--- src/rtl/mpmc9_pkg.sv ---
// Shared types and helpers for the mpmc9 read-cache fill path.
package mpmc9_pkg;

  localparam int MPMC9_NCH = 8;

  typedef enum logic [2:0] {IDLE, REQ, WAIT, FILL, ACK} fill_state_t;

  function automatic logic [27:0] line_of(input logic [31:0] adr);
    return adr[31:4];
  endfunction

endpackage

--- src/rtl/mpmc9_rr_arb.sv ---
// Combinational round-robin pick: first requester at or after the rr pointer.
module mpmc9_rr_arb
  import mpmc9_pkg::*;
#(
  parameter int NCH  = MPMC9_NCH,
  parameter int IDXW = $clog2(NCH)
) (
  input  logic [NCH-1:0]  req,
  input  logic [IDXW-1:0] rr,
  output logic [IDXW-1:0] gnt_idx,
  output logic            any_req
);

  localparam logic [IDXW:0] NCH_W = (IDXW+1)'(NCH);

  logic [IDXW:0] cand;
  logic          found;

  always_comb begin
    gnt_idx = '0;
    found   = 1'b0;
    cand    = '0;
    for (int i = 0; i < NCH; i++) begin
      cand = {1'b0, rr} + (IDXW+1)'(i);
      if (cand >= NCH_W) cand = cand - NCH_W;
      if (!found && req[cand[IDXW-1:0]]) begin
        found   = 1'b1;
        gnt_idx = cand[IDXW-1:0];
      end
    end
  end

  assign any_req = |req;

endmodule

--- src/rtl/mpmc9_cache_fill.sv ---
// Cache fill controller: arbitrates line misses, fetches lines from memory,
// writes them into the shared read cache and invalidates lines hit by writes.
//
// state | meaning
// IDLE  | no fetch in flight; arbitrate pending misses
// REQ   | mem_rd_req held until mem_rd_gnt
// WAIT  | waiting for mem_rd_valid, timeout counter running
// FILL  | decide: write the line, or refetch if a snoop made it stale
// ACK   | cwr on the bus; acknowledge the channel, advance rr
module mpmc9_cache_fill
  import mpmc9_pkg::*;
#(
  parameter int NCH = MPMC9_NCH,
  parameter int TMO = 255
) (
  input  logic              clk,
  input  logic              rst,
  input  logic [NCH-1:0]    miss_req,
  input  logic [NCH*32-1:0] miss_adr,
  output logic [NCH-1:0]    miss_ack,
  input  logic              snp_wr,
  input  logic [31:0]       snp_adr,
  output logic              mem_rd_req,
  output logic [31:0]       mem_rd_adr,
  input  logic              mem_rd_gnt,
  input  logic              mem_rd_valid,
  input  logic [127:0]      mem_rd_dat,
  output logic              cwr,
  output logic              cinv,
  output logic [31:0]       cadr,
  output logic [127:0]      cdat,
  output logic              busy,
  output logic              tmo_err
);

  localparam int IDXW = $clog2(NCH);
  localparam int TW   = $clog2(TMO + 1);
  localparam logic [TW-1:0]   TMO_LAST = TW'(TMO - 1);
  localparam logic [IDXW-1:0] LAST_CH  = IDXW'(NCH - 1);

  fill_state_t     state_q, state_d;
  logic [IDXW-1:0] rr_q, rr_d;
  logic [IDXW-1:0] gch_q, gch_d;
  logic [27:0]     line_q, line_d;
  logic            stale_q, stale_d;
  logic [TW-1:0]   timer_q, timer_d;
  logic [127:0]    dat_q, dat_d;
  logic            snp_pend_q, snp_pend_d;
  logic [27:0]     snp_line_q, snp_line_d;
  logic [NCH-1:0]  miss_ack_q, miss_ack_d;
  logic            mem_rd_req_q, mem_rd_req_d;
  logic            cwr_q, cwr_d;
  logic            cinv_q, cinv_d;
  logic [31:0]     cadr_q, cadr_d;
  logic [127:0]    cdat_q, cdat_d;
  logic            busy_q, busy_d;
  logic            tmo_err_q, tmo_err_d;

  logic [31:0]     ch_adr [NCH];
  logic [NCH-1:0]  req_elig;
  logic [IDXW-1:0] arb_idx;
  logic            arb_any;
  logic            snp_hit;

  for (genvar n = 0; n < NCH; n++) begin : g_adr
    assign ch_adr[n] = miss_adr[n*32 +: 32];
  end

  // The channel being acked still shows its request this cycle; keep it out
  // of arbitration so it is not refetched before it can drop the request.
  assign req_elig = miss_req & ~miss_ack_q;

  mpmc9_rr_arb #(.NCH(NCH)) u_arb (
    .req     (req_elig),
    .rr      (rr_q),
    .gnt_idx (arb_idx),
    .any_req (arb_any)
  );

  assign snp_hit = snp_wr && (line_of(snp_adr) == line_q);

  always_comb begin
    state_d      = state_q;
    rr_d         = rr_q;
    gch_d        = gch_q;
    line_d       = line_q;
    stale_d      = stale_q;
    timer_d      = timer_q;
    dat_d        = dat_q;
    snp_pend_d   = 1'b0;
    snp_line_d   = snp_line_q;
    miss_ack_d   = '0;
    mem_rd_req_d = mem_rd_req_q;
    cwr_d        = 1'b0;
    cinv_d       = 1'b0;
    cadr_d       = cadr_q;
    cdat_d       = cdat_q;
    tmo_err_d    = 1'b0;

    case (state_q)
      IDLE: begin
        if (arb_any) begin
          gch_d        = arb_idx;
          line_d       = line_of(ch_adr[arb_idx]);
          stale_d      = 1'b0;
          mem_rd_req_d = 1'b1;
          state_d      = REQ;
        end
      end
      REQ: begin
        if (snp_hit) stale_d = 1'b1;
        if (mem_rd_req_q && mem_rd_gnt) begin
          mem_rd_req_d = 1'b0;
          timer_d      = '0;
          state_d      = WAIT;
        end
      end
      WAIT: begin
        if (snp_hit) stale_d = 1'b1;
        if (mem_rd_valid) begin
          dat_d   = mem_rd_dat;
          state_d = FILL;
        end else if (timer_q == TMO_LAST) begin
          tmo_err_d = 1'b1;
          state_d   = IDLE;
        end else begin
          timer_d = timer_q + 1'b1;
        end
      end
      FILL: begin
        if (stale_q || snp_hit) begin
          stale_d      = 1'b0;
          mem_rd_req_d = 1'b1;
          state_d      = REQ;
        end else begin
          cwr_d   = 1'b1;
          cadr_d  = {line_q, 4'h0};
          cdat_d  = dat_q;
          state_d = ACK;
        end
      end
      ACK: begin
        miss_ack_d[gch_q] = miss_req[gch_q];
        rr_d    = (gch_q == LAST_CH) ? '0 : gch_q + 1'b1;
        state_d = IDLE;
      end
      default: state_d = IDLE;
    endcase

    // Invalidates share cadr with the line write, so a snoop that lands on a
    // cwr slot is parked for one cycle.
    if (snp_pend_q) begin
      cinv_d = 1'b1;
      cadr_d = {snp_line_q, 4'h0};
    end
    if (snp_wr) begin
      if (cwr_d || snp_pend_q) begin
        snp_pend_d = 1'b1;
        snp_line_d = line_of(snp_adr);
      end else begin
        cinv_d = 1'b1;
        cadr_d = {line_of(snp_adr), 4'h0};
      end
    end

    busy_d = (state_d != IDLE);
  end

  always_ff @(posedge clk or posedge rst) begin
    if (rst) begin
      state_q      <= IDLE;
      rr_q         <= '0;
      gch_q        <= '0;
      line_q       <= '0;
      stale_q      <= 1'b0;
      timer_q      <= '0;
      dat_q        <= '0;
      snp_pend_q   <= 1'b0;
      snp_line_q   <= '0;
      miss_ack_q   <= '0;
      mem_rd_req_q <= 1'b0;
      cwr_q        <= 1'b0;
      cinv_q       <= 1'b0;
      cadr_q       <= '0;
      cdat_q       <= '0;
      busy_q       <= 1'b0;
      tmo_err_q    <= 1'b0;
    end else begin
      state_q      <= state_d;
      rr_q         <= rr_d;
      gch_q        <= gch_d;
      line_q       <= line_d;
      stale_q      <= stale_d;
      timer_q      <= timer_d;
      dat_q        <= dat_d;
      snp_pend_q   <= snp_pend_d;
      snp_line_q   <= snp_line_d;
      miss_ack_q   <= miss_ack_d;
      mem_rd_req_q <= mem_rd_req_d;
      cwr_q        <= cwr_d;
      cinv_q       <= cinv_d;
      cadr_q       <= cadr_d;
      cdat_q       <= cdat_d;
      busy_q       <= busy_d;
      tmo_err_q    <= tmo_err_d;
    end
  end

  assign miss_ack   = miss_ack_q;
  assign mem_rd_req = mem_rd_req_q;
  assign mem_rd_adr = {line_q, 4'h0};
  assign cwr        = cwr_q;
  assign cinv       = cinv_q;
  assign cadr       = cadr_q;
  assign cdat       = cdat_q;
  assign busy       = busy_q;
  assign tmo_err    = tmo_err_q;

  // A parked snoop always drains next cycle because a line write is never
  // followed directly by another.
  a_pend_drains: assert property (@(posedge clk) disable iff (rst)
    snp_pend_q |-> !cwr_d);
  a_cwr_cinv_excl: assert property (@(posedge clk) disable iff (rst)
    !(cwr_q && cinv_q));

endmodule

--- config.mk ---
export PLATFORM = sky130hd
export DESIGN_NAME = mpmc9_cache_fill
export DESIGN_NICKNAME = d
export VERILOG_FILES = /design/src/rtl/mpmc9_pkg.sv /design/src/rtl/mpmc9_rr_arb.sv /design/src/rtl/mpmc9_cache_fill.sv
export SDC_FILE = /design/constraint.sdc
export NUM_CORES = 1
export LEC_CHECK = 0
export CAP_MARGIN = 20
export CORE_AREA = 2 2 247 249
export DETAILED_ROUTE_END_ITERATION = 8
export DIE_AREA = 0 0 249 251
export GPL_ROUTABILITY_DRIVEN = 0
export SYNTH_ARGS = -nofsm -noshare
export SYNTH_HDL_FRONTEND = slang
export SYNTH_SLANG_ARGS = --single-unit
--- constraint.sdc ---
create_clock -name clk -period 11.8 [get_ports clk]
set_input_delay 1.18 -clock clk [delete_from_list [all_inputs] [get_ports clk]]
set_output_delay 1.18 -clock clk [all_outputs]
set_load 0.02 [all_outputs]
==> impl_metrics.yaml <==
timing:
  fin_skew_ps: 20.8
  worstMarginPinSlew_ps: 1120
  period_needed_ps: 5600
  max_slew_margin_pct: 25.2
  final-hold-violation-count: 0
  fin_crit_sh_pct: 47.5
  max_freq_ghz: 0.179
  setup_viol: 0
  fin_setup_tns_ps: 0
  fin_hold_ws_ps: 481
  slew_viol_final: 0
  rsz0062_at_grt: "no"
yosys:
  synth_cell_type_count: 73
  synth_edf_count: 0
  avgSynthCellArea_um2: 11.9
  netlist_instances: 1551
  yosys_warnings: 0
  async_flop_share_pct: 100
  ys_ff_latch: 376
  synth_seq_area_share_pct: 50.8
  ys.flop_type: "dfrtp_1"
  syn-cell-area_mm2: 0.0185
critical_path:
  reg2reg_depth: 10
  crit_fanout: 57
  end_kind: "flip-flop"
  criticalPathCategory: "flip-flop to flip-flop"
  critPathLaunchType: "flip-flop"
  cp.required_ps: 12240
  crit_path_start: "rr_q[0]"
  cp.arrival_ps: 6040
  rr_startpoint: "rr_q[0]"
layout:
  seq_area_mm2: 0.00941
  multi_input_area_mm2: 0.00847
  final_common_cell: "clkdlybuf4s50_1"
  fin_nets: 2538
  post-route-util_pct: 44.7
  area_growth_pct: 44.3
  nFillCells: 5547
  drive_gt1_share_pct: 21.7
  mostFrequentLayoutCells: "clkdlybuf4s50_1, dfrtp_1, mux2_2, nand2_1, o21ai_0"
  final_cell_area_mm2: 0.0267
pwr:
  p_per_area_mw_per_mm2: 300
  clkPwrFrac_pct: 17.0
  report.power.total_w: 0.00801
  leakagePower_nw: 11.1
  power.internal_w: 0.00483
  switching_power_w: 0.00318
  comb_power_share_pct: 54.1
  switching_share_pct: 39.7
  pwr-share-seq_pct: 28.9
  ir_worst_vdd_uv: 247
cts:
  cts_resized: 0
  cts_max_path_buffers: 3
  h-tree-depth: 2
  clk_pin_slew_ps: 60
  clock_sinks: 376
  holdBufCountCts: 0
  clockRootBuffer: "clkbuf_16"
  clock_latency_ps: 570
  cts_tree: "yes"
  cts_setup_buffers: 0
  cts_inserted_buffers: 44
place:
  io_buffers: 593
  hpwlAfterDp_um: 46900
  place_area_mm2: 0.0251
drt:
  dr_total_vias: 14700
  dr.pass1.iters: 5
  ant_nets: 0
  drc: 0
  post_drt_via_cell_ratio: 5.03
  drt-initial-drc-count: 797
  wl_per_cell_um: 21.6
  drt-total-wl_um: 63200
global_routing:
  antenna_found_initial: 8
  grt_pass1_vias: 15400
  grt_max_degree: 127
  overflow: 0
  grt_pass1_wl_um: 95700
  track_usage_pct: 19.8
die:
  dieArea_mm2: 0.0625
  start_util_pct: 31.0
  die_y_um: 251
  row_count: 90
  io_pins: 634
  die_w_um: 249
  coreArea_mm2: 0.0598
min_path:
  min-delay-start: "snp_line_q[7]"
  hp-class: "flip-flop to flip-flop"
  holdPathStages: 2
status:
  outcome: "completed"
job:
  maxCapViolations: 0
sequential cells by signal, summed over array words and instances, names as in the netlist:
signal,cells
busy,1
cadr,32
cdat,128
cinv,1
cwr,1
dat_q,128
gch_q,3
line_q,28
mem_rd_req,1
miss_ack,8
rr_q,3
snp_line_q,28
snp_pend_q,1
stale_q,1
state_q,3
timer_q,8
tmo_err,1
cell usage after synthesis, types with 9 or more instances:
master    count  area, µm²
dfrtp_1     376       9410
mux2_2      304       3420
nand2_1      83        312
clkbuf_1     78        293
o21ai_0      76        380
mux2i_1      65        651
nand3_1      59        295
nor2_1       44        165
inv_1        40        150
a21oi_1      38        190
nor3_1       33        165
a22oi_1      31        233
a211o_1      29        254
a211oi_1     28        210
buf_2        21        105
o21ai_1      21        105
o211ai_2     20        250
xnor2_1      18        158
xor2_1       14        123
nand2b_1     13       81.3
mux4_2       12        270
nand4_1      12       75.1
nor2b_1      11       68.8
o211ai_1     10       75.1
mux2_4        9        135
path summary, 6_finish.rpt:
path,endpoint,slack [ps]
worst max register to register,line_q[9],6200
worst max-delay path,line_q[9],6200
worst min register to register,snp_line_q[7],480
worst min-delay path,snp_line_q[7],480
max in group asynchronous,cdat[18],8680
min in group asynchronous,dat_q[50],1230
area by class of cell:
class	count	share of cell area, %
Clock buffer	68	5.06
Clock inverter	9	0.426
Inverter	41	0.604
Timing Repair Buffer	620	23.3
Multi-Input combinational cell	1020	31.7
Antenna cell	4	0.0375
Sequential cell	376	35.2
Tap cell	782	3.66
logic make-up after synthesis:
family / synth area share (%)
flops: 50.8
buf+inv: 3.75
xor+xnor: 1.60
other cells: 0.0203
fa+ha+maj: 0.405
mux: 24.5
simple gates: 8.62
compound gates: 10.3
layer usage:
metal | GRT usage [%] | share of wire [%]
met5 | 0 | 0.021
met4 | 6.08 | 2.5
met3 | 5.02 | 7.2
met2 | 34.0 | 49
met1 | 24.5 | 41
worst max-delay path, cell delays in order (launching register included):
cell and delay (ps):
dfrtp_1 870, inv_2 340, ha_1 700, mux4_2 590, o32ai_1 630, o22a_2 270
buf_4 490, nand2_4 670, mux2i_1 480, mux2_2 250, o211ai_2 70
metrics by stage:
step / worst slack, ps / cells
5_1_grt: 5900 / 2920
6_report: 6200 / 2920
3_5_place_dp: 6170 / 2834
3_3_place_gp: 6240 / 2834
2_1_floorplan: 176 / 1554
4_1_cts: 6230 / 2911
power groups by stage:
stage,registers [W],logic [W],clock network [W]
after floorplan,0.00258,0.00250,0
after global placement,0.00230,0.00423,0
after detailed placement,0.00234,0.00428,0
after CTS,0.00232,0.00430,0.00141
after global routing,0.00241,0.00465,0.00146
final,0.00231,0.00434,0.00136
(Power assumes the default switching activity.)
